<file path="src/rtl/td4_pkg.sv">
// Shared definitions for the TD4 execution datapath: operand select codes and
// the bit positions of the active-low load enables.
package td4_pkg;

  typedef enum logic [1:0] {
    SEL_A    = 2'b00,
    SEL_B    = 2'b01,
    SEL_IN   = 2'b10,
    SEL_ZERO = 2'b11
  } sel_e;

  localparam int unsigned LOAD_W = 4;
  localparam int unsigned LD_A   = 0;
  localparam int unsigned LD_B   = 1;
  localparam int unsigned LD_OUT = 2;
  localparam int unsigned LD_PC  = 3;

endpackage

</file>
<file path="src/rtl/td4_alu.sv">
// Combinational operand mux and adder: {CO,SUM} = operand + IM, where the
// operand is A, B, IN or zero.
module td4_alu
  import td4_pkg::*;
#(
  parameter int unsigned DW = 4
) (
  input  logic [1:0]    SELECT,
  input  logic [DW-1:0] A,
  input  logic [DW-1:0] B,
  input  logic [DW-1:0] IN,
  input  logic [DW-1:0] IM,
  output logic [DW-1:0] SUM,
  output logic          CO
);

  logic [DW-1:0] operand_s;
  logic [DW:0]   total_s;

  // operand source selection; the zero source is what makes a plain jump
  always_comb begin
    operand_s = {DW{1'b0}};
    case (sel_e'(SELECT))
      SEL_A:    operand_s = A;
      SEL_B:    operand_s = B;
      SEL_IN:   operand_s = IN;
      SEL_ZERO: operand_s = {DW{1'b0}};
      default:  operand_s = {DW{1'b0}};
    endcase
  end

  assign total_s = {1'b0, operand_s} + {1'b0, IM};
  assign SUM     = total_s[DW-1:0];
  assign CO      = total_s[DW];

endmodule

</file>
<file path="src/rtl/td4_exec.sv">
// TD4 execution unit: A, B, OUT, PC and carry registers around one shared
// adder; every output comes straight from a flop.
module td4_exec
  import td4_pkg::*;
#(
  parameter int unsigned DW = 4,
  parameter int unsigned PW = 4
) (
  input  logic              CLK,
  input  logic              RST_N,
  input  logic              EN,
  input  logic [LOAD_W-1:0] LOAD,
  input  logic [1:0]        SELECT,
  input  logic [DW-1:0]     IM,
  input  logic [DW-1:0]     IN,
  output logic [DW-1:0]     OUT,
  output logic [PW-1:0]     PC,
  output logic              CF,
  output logic [DW-1:0]     A_Q,
  output logic [DW-1:0]     B_Q
);

  localparam int unsigned XW = (PW > DW) ? PW : DW;

  logic [DW-1:0] a_r;
  logic [DW-1:0] b_r;
  logic [DW-1:0] out_r;
  logic [PW-1:0] pc_r;
  logic          cf_r;

  logic [DW-1:0] sum_s;
  logic          co_s;
  logic [XW-1:0] sum_x_s;
  logic [PW-1:0] pc_next_s;

  td4_alu #(.DW(DW)) u_alu (
    .SELECT (SELECT),
    .A      (a_r),
    .B      (b_r),
    .IN     (IN),
    .IM     (IM),
    .SUM    (sum_s),
    .CO     (co_s)
  );

  // the jump target is the adder result, zero-extended or truncated to PC width
  assign sum_x_s = XW'(sum_s);

  // next fetch address: jump target when PC load is asserted, else increment
  always_comb begin
    pc_next_s = pc_r;
    if (LOAD[LD_PC] == 1'b0) begin
      pc_next_s = sum_x_s[PW-1:0];
    end else begin
      pc_next_s = pc_r + PW'(1'b1);
    end
  end

  // architectural state; nothing moves unless EN is high on the edge
  always_ff @(posedge CLK or negedge RST_N) begin
    if (!RST_N) begin
      a_r   <= {DW{1'b0}};
      b_r   <= {DW{1'b0}};
      out_r <= {DW{1'b0}};
      pc_r  <= {PW{1'b0}};
      cf_r  <= 1'b0;
    end else if (EN) begin
      if (LOAD[LD_A] == 1'b0) begin
        a_r <= sum_s;
      end
      if (LOAD[LD_B] == 1'b0) begin
        b_r <= sum_s;
      end
      if (LOAD[LD_OUT] == 1'b0) begin
        out_r <= sum_s;
      end
      pc_r <= pc_next_s;
      cf_r <= co_s;
    end
  end

  assign A_Q = a_r;
  assign B_Q = b_r;
  assign OUT = out_r;
  assign PC  = pc_r;
  assign CF  = cf_r;

endmodule

</file>
<file path="config.mk">
export PLATFORM = sky130hd
export DESIGN_NAME = td4_exec
export DESIGN_NICKNAME = d
export VERILOG_FILES = /design/src/rtl/td4_pkg.sv /design/src/rtl/td4_alu.sv /design/src/rtl/td4_exec.sv
export SDC_FILE = /design/constraint.sdc
export NUM_CORES = 1
export LEC_CHECK = 0
export BUFFER_PORTS_ARGS = -buffer_cell sky130_fd_sc_hd__buf_2
export CAP_MARGIN = 15
export CORE_MARGIN = 10
export CORE_UTILIZATION = 51
export DETAILED_ROUTE_END_ITERATION = 8
export GPL_TIMING_DRIVEN = 0
export PLACE_DENSITY = 0.82
export SLEW_MARGIN = 40
export SYNTH_ARGS = -nofsm -noshare
export SYNTH_HDL_FRONTEND = slang
export SYNTH_HIERARCHICAL = 1
export SYNTH_SLANG_ARGS = --single-unit
</file>
<file path="constraint.sdc">
create_clock -name CLK -period 4.63 [get_ports CLK]
set_input_delay 0.926 -clock CLK [delete_from_list [all_inputs] [get_ports CLK]]
set_output_delay 0.926 -clock CLK [all_outputs]
set_load 0.01 [all_outputs]
</file>
**Word level (Yosys, flattened, before mapping)**

Cells that the tools add are included.

- Add/subtract/negate cells: 2
- Eq/ne operators: 3
- Mux-type cells: 2
- Bitwise operators: 3
- Reductions and logical operators: 4

Operator list:

| kind | number |
|---|---|
| $pmux W4 S4 | 1 |
| $reduce_and A2 Y1 | 3 |
| $add A4 B4 Y5 | 1 |
| $add A4 B1 Y4 const B | 1 |
| $eq A2 B2 Y1 const B | 2 |
| $mux W4 | 1 |
| $not A1 Y1 | 3 |
| $eq A2 B1 Y1 const B | 1 |
| $logic_not A2 Y1 | 1 |

- Flip-flop bits (word level): 17
- Bits of input ports: 17
- Output and inout bits: 17
- Word-level logic and storage cells: 19

**Depth between registers and ports, before layout**

- Word-level depth: 4
- Mapped depth: 10
- Gate-level depth less buffers: 9

**Modules after synthesis**

Netlist, hierarchy kept.

By module, submodules not included:

| module | times used | cells each | area each (µm²) | seq. area each (µm²) |
|---|---|---|---|---|
| td4_exec | 1 | 52 | 716.9 | 425.4 |
| td4_alu | 1 | 27 | 229.0 | 0.0 |

**Worst setup path before layout**

Ideal clock, no wire load.

- Path kind: in2reg
- Start: in SELECT[1]
- End: reg cf_r, in the netlist CF
- Library setup time: 0.125 ns
- Arrival time: 2.439 ns
- Required time: 4.505 ns
- Path slack: 2.067 ns
- Cell stages on the path: 8
- Path buffers: 1
- Path through: buf_6 -> mux2i_1 -> o21ai_1 -> ha_1 -> fa_1 -> a21o_1 -> a21o_1 -> mux2_2

- Word-level cells in the longest chain between the ends: 3
- Elaborated cells on any way between the ends: 6
- Classes of those cells: add/sub: 1; eq/ne: 3; mux: 1; reduce/logical: 1

RTL lines:

| what | line | text |
|---|---|---|
| start: declaration | td4_exec.sv:13 | `input logic [1:0] SELECT,` |
| $eq A2 B2 Y1, or another cell as far along | td4_alu.sv:23 | `case (sel_e'(SELECT))` |
| $pmux W4 S4 * | td4_alu.sv:23 |  |
| $add A4 B4 Y5 * | td4_alu.sv:32 | `assign total_s = {1'b0, operand_s} + {1'b0, IM};` |
| via co_s | td4_exec.sv:32 | `logic co_s;` |
| end signal: assignment | td4_exec.sv:78 | `cf_r <= co_s;` |
| end: declaration | td4_exec.sv:29 | `logic cf_r;` |

The timed path passes the listed nets; every way through them passes the cells marked *.
A chain may end at the register's enable or synchronous reset.

**Worst setup path after layout**

- Start: in SELECT[0]
- End: reg cf_r, in the netlist CF

The elaborated chain is that of the path after synthesis.

==> metrics.md <==
| Metric | Value |
|---|---|
| Post-detailed-route wirelength per cell | `15.06 um` |
| Seq/Total Area, Yosys | `0.4497` |
| Total Neg Setup Slack | `0 ns` |
| R2R Setup Slk | `2.67 ns` |
| Core area | `1745 um^2` |
| Synth area leaders | `dfrtp_1 45%, mux2_2 15%, ha_1 7.9%, mux2i_1 7.4%, nand2b_2 2.8%` |
| Vias per cell | `5.143` |
| Final worst slack | `2.259 ns` |
| H-tree levels | `1` |
| Final ANT Viol Nets | `0` |
| Crit path DAT | `2.55 ns` |
| Max Freq | `0.4218 GHz` |
| Top cell type's share of synthesized area | `0.4497` |
| Initial core utilization | `0.5419` |
| Hold path depth | `1` |
| Tot GR Track Use | `0.1110` |
| Via count | `720` |
| Clock sinks | `17` |
| Most common cell after layout, fill and taps aside | `buf_2` |
| Maximum VDD drop | `0.2681 mV` |
| Fin nets | `140` |
| Final clock period utilization by the worst path | `0.5121` |
| PostCTS Resize Cnt | `0` |
| Antenna cells | `0` |
| Worst Hold End | `OUT[2]` |
| P per Cell Area | `536.9 nW/um^2` |
| HP Class | `reg -> reg` |
| Area leader, netlist | `dfrtp_1` |
| Reg-to-Reg Start | `A_Q[0]` |
| Initial antenna violation count | `0` |
| Ys Warns | `6` |
| # fillers | `155` |
| Worst skew pair latency | `0.28 ns` |
| Die W | `63.07 um` |
| Layout area overhead | `23.02%` |
| Ports | `34` |
| Slew headroom | `0.7084` |
| First-pass GRT wire length | `3574 um` |
| Worst-Margin Slew | `0.4360 ns` |
| Total global routing overflow | `0` |
| Inst Count DP | `136` |
| Min-Delay Startpoint | `OUT[2]` |
| Yosys reg bits | `17` |
| Final Core Density | `0.6667` |
| Crit. End Element | `flip-flop` |
| Die Span Y | `63.07 um` |
| Placed inst area | `1137 um^2` |
| Layout cells sized above 1 | `0.4696` |
| Rows | `15` |
| Reg2reg path depth | `7` |
| Clock Path Buffers | `2` |
| Post-CTS Setup Inserts | `0` |
| Vias in the first global route | `757` |
| Syn Inst Count | `79` |
| Final wirelength | `2109 um` |
| Fin. max-slew vios | `0` |
| Drt drc | `0` |
| Crit Path Max Fanout | `5` |
| Placed wire-length estimate | `1749 um` |
| Status | `complete, no violations` |
| Critical path class | `in -> reg` |
| Pin count of the biggest net entering global routing | `18` |
| Most frequent cells in the layout | `32 x buf_2, 17 x dfrtp_1, 13 x mux2_2` |
| Die area | `3977 um^2` |
| Post-Layout Cell Count | `140` |
| Final Setup Violations | `0` |
| Hold Fails Final Rpt | `0` |
| PnR Total Power | `624.7 uW` |
| RD Place Congestion | `0.7515` |
| DRT Pass-1 Iters | `4` |
| Startpoint Class | `primary input` |
| Reg clk slew, reported paths | `0.09 ns` |
| Worst clock skew | `0.003817 ns` |
| RSZ-0062 raised after global routing | `false` |
| Fin crit period | `2.371 ns` |
| Max-cap violations | `0` |
| CP required | `4.80 ns` |
| Critical R2R Capture | `CF` |
| Synth cell types | `20` |
| Post-Syn Nets | `103` |
| WHS | `0.5089 ns` |
| CTS tree | `yes` |
| Root buffer cell | `clkbuf_4` |
| Place WS | `1.959 ns` |
| Pleak | `0.5931 nW` |
| Post-Synthesis Cell Area | `945.9 um^2` |
| Synthesized area per cell | `11.97 um^2` |
| Input/output buffers | `32` |
| Total CTS buffers | `3` |
| Hold-fix buffers, CTS | `0` |
| Cell area after layout | `1164 um^2` |
| DRT iter0 DRCs | `8` |
## worst max path at each step
stage	startpoint	to	slack (ns)
2_1_floorplan	SELECT[1]	CF	2.07
3_3_place_gp	SELECT[0]	CF	1.98
3_5_place_dp	SELECT[0]	CF	1.96
4_1_cts	SELECT[0]	CF	2.26
5_1_grt	SELECT[0]	PC[2]	2.15
6_report	SELECT[0]	CF	2.26
## registers in the layout, indices dropped and copies added (netlist names)
signal / cells
A_Q: 4
OUT: 4
CF: 1
B_Q: 4
PC: 4
## layout make-up
cell class	instances	area [um^2]	share of cell area
inverter	1	3.754	0.003226
timing repair buffer	32	160.2	0.1376
multi-input combinational	59	498.0	0.4280
buffer	2	18.77	0.01613
clock buffer	4	26.28	0.02258
tap	25	31.28	0.02688
sequential	17	425.4	0.3656
## metal layers
layer,vias to the layer above,share of wire,GRT usage
met5,-,0,0
met3,5,0.063,0.03887
met2,26,0.51,0.1777
met4,0,0.010,0.04190
met1,334,0.42,0.1326
li1,355,-,-
## cells by family (layout without fill, tap and decap cells)
family	after synthesis	in the layout	synth area share
XOR/XNOR	2	2	0.01852
adder cells (fa/ha/maj)	7	7	0.1005
AO/OA/AOI/OAI	14	14	0.08200
multiplexers	20	20	0.2288
AND/OR/NAND/NOR	16	16	0.09656
buffers and inverters	3	39	0.02381
flip-flops	17	17	0.4497
## critical path: stages
cell     delay (ns)
buf_2          0.13
nor2b_4        0.13
nand2_1        0.06
o21ai_1        0.06
ha_1           0.20
fa_1           0.40
a21o_1         0.19
a21o_1         0.17
mux2_2         0.27
## report_power, final
part           switching (mW)  internal [mW]
combinational           0.146          0.140
clock                  0.0425         0.0334
sequential             0.0479          0.215
## synth_stat cells
| library cell | number |
|---|---|
| dfrtp_1 | 17 |
| xor2_1 | 2 |
| a21oi_1 | 5 |
| o21ai_0 | 1 |
| nand3_1 | 3 |
| ha_1 | 6 |
| a21o_1 | 2 |
| nor2_1 | 2 |
| buf_4 | 1 |
| nand2b_1 | 1 |
| inv_1 | 1 |
| o22ai_1 | 2 |
| o21ai_1 | 4 |
| mux2_2 | 13 |
| nor2b_4 | 1 |
| nand2b_2 | 3 |
| mux2i_1 | 7 |
| buf_6 | 1 |
| fa_1 | 1 |
| nand2_1 | 6 |
Note: power is estimated with default switching activity, not from simulation.
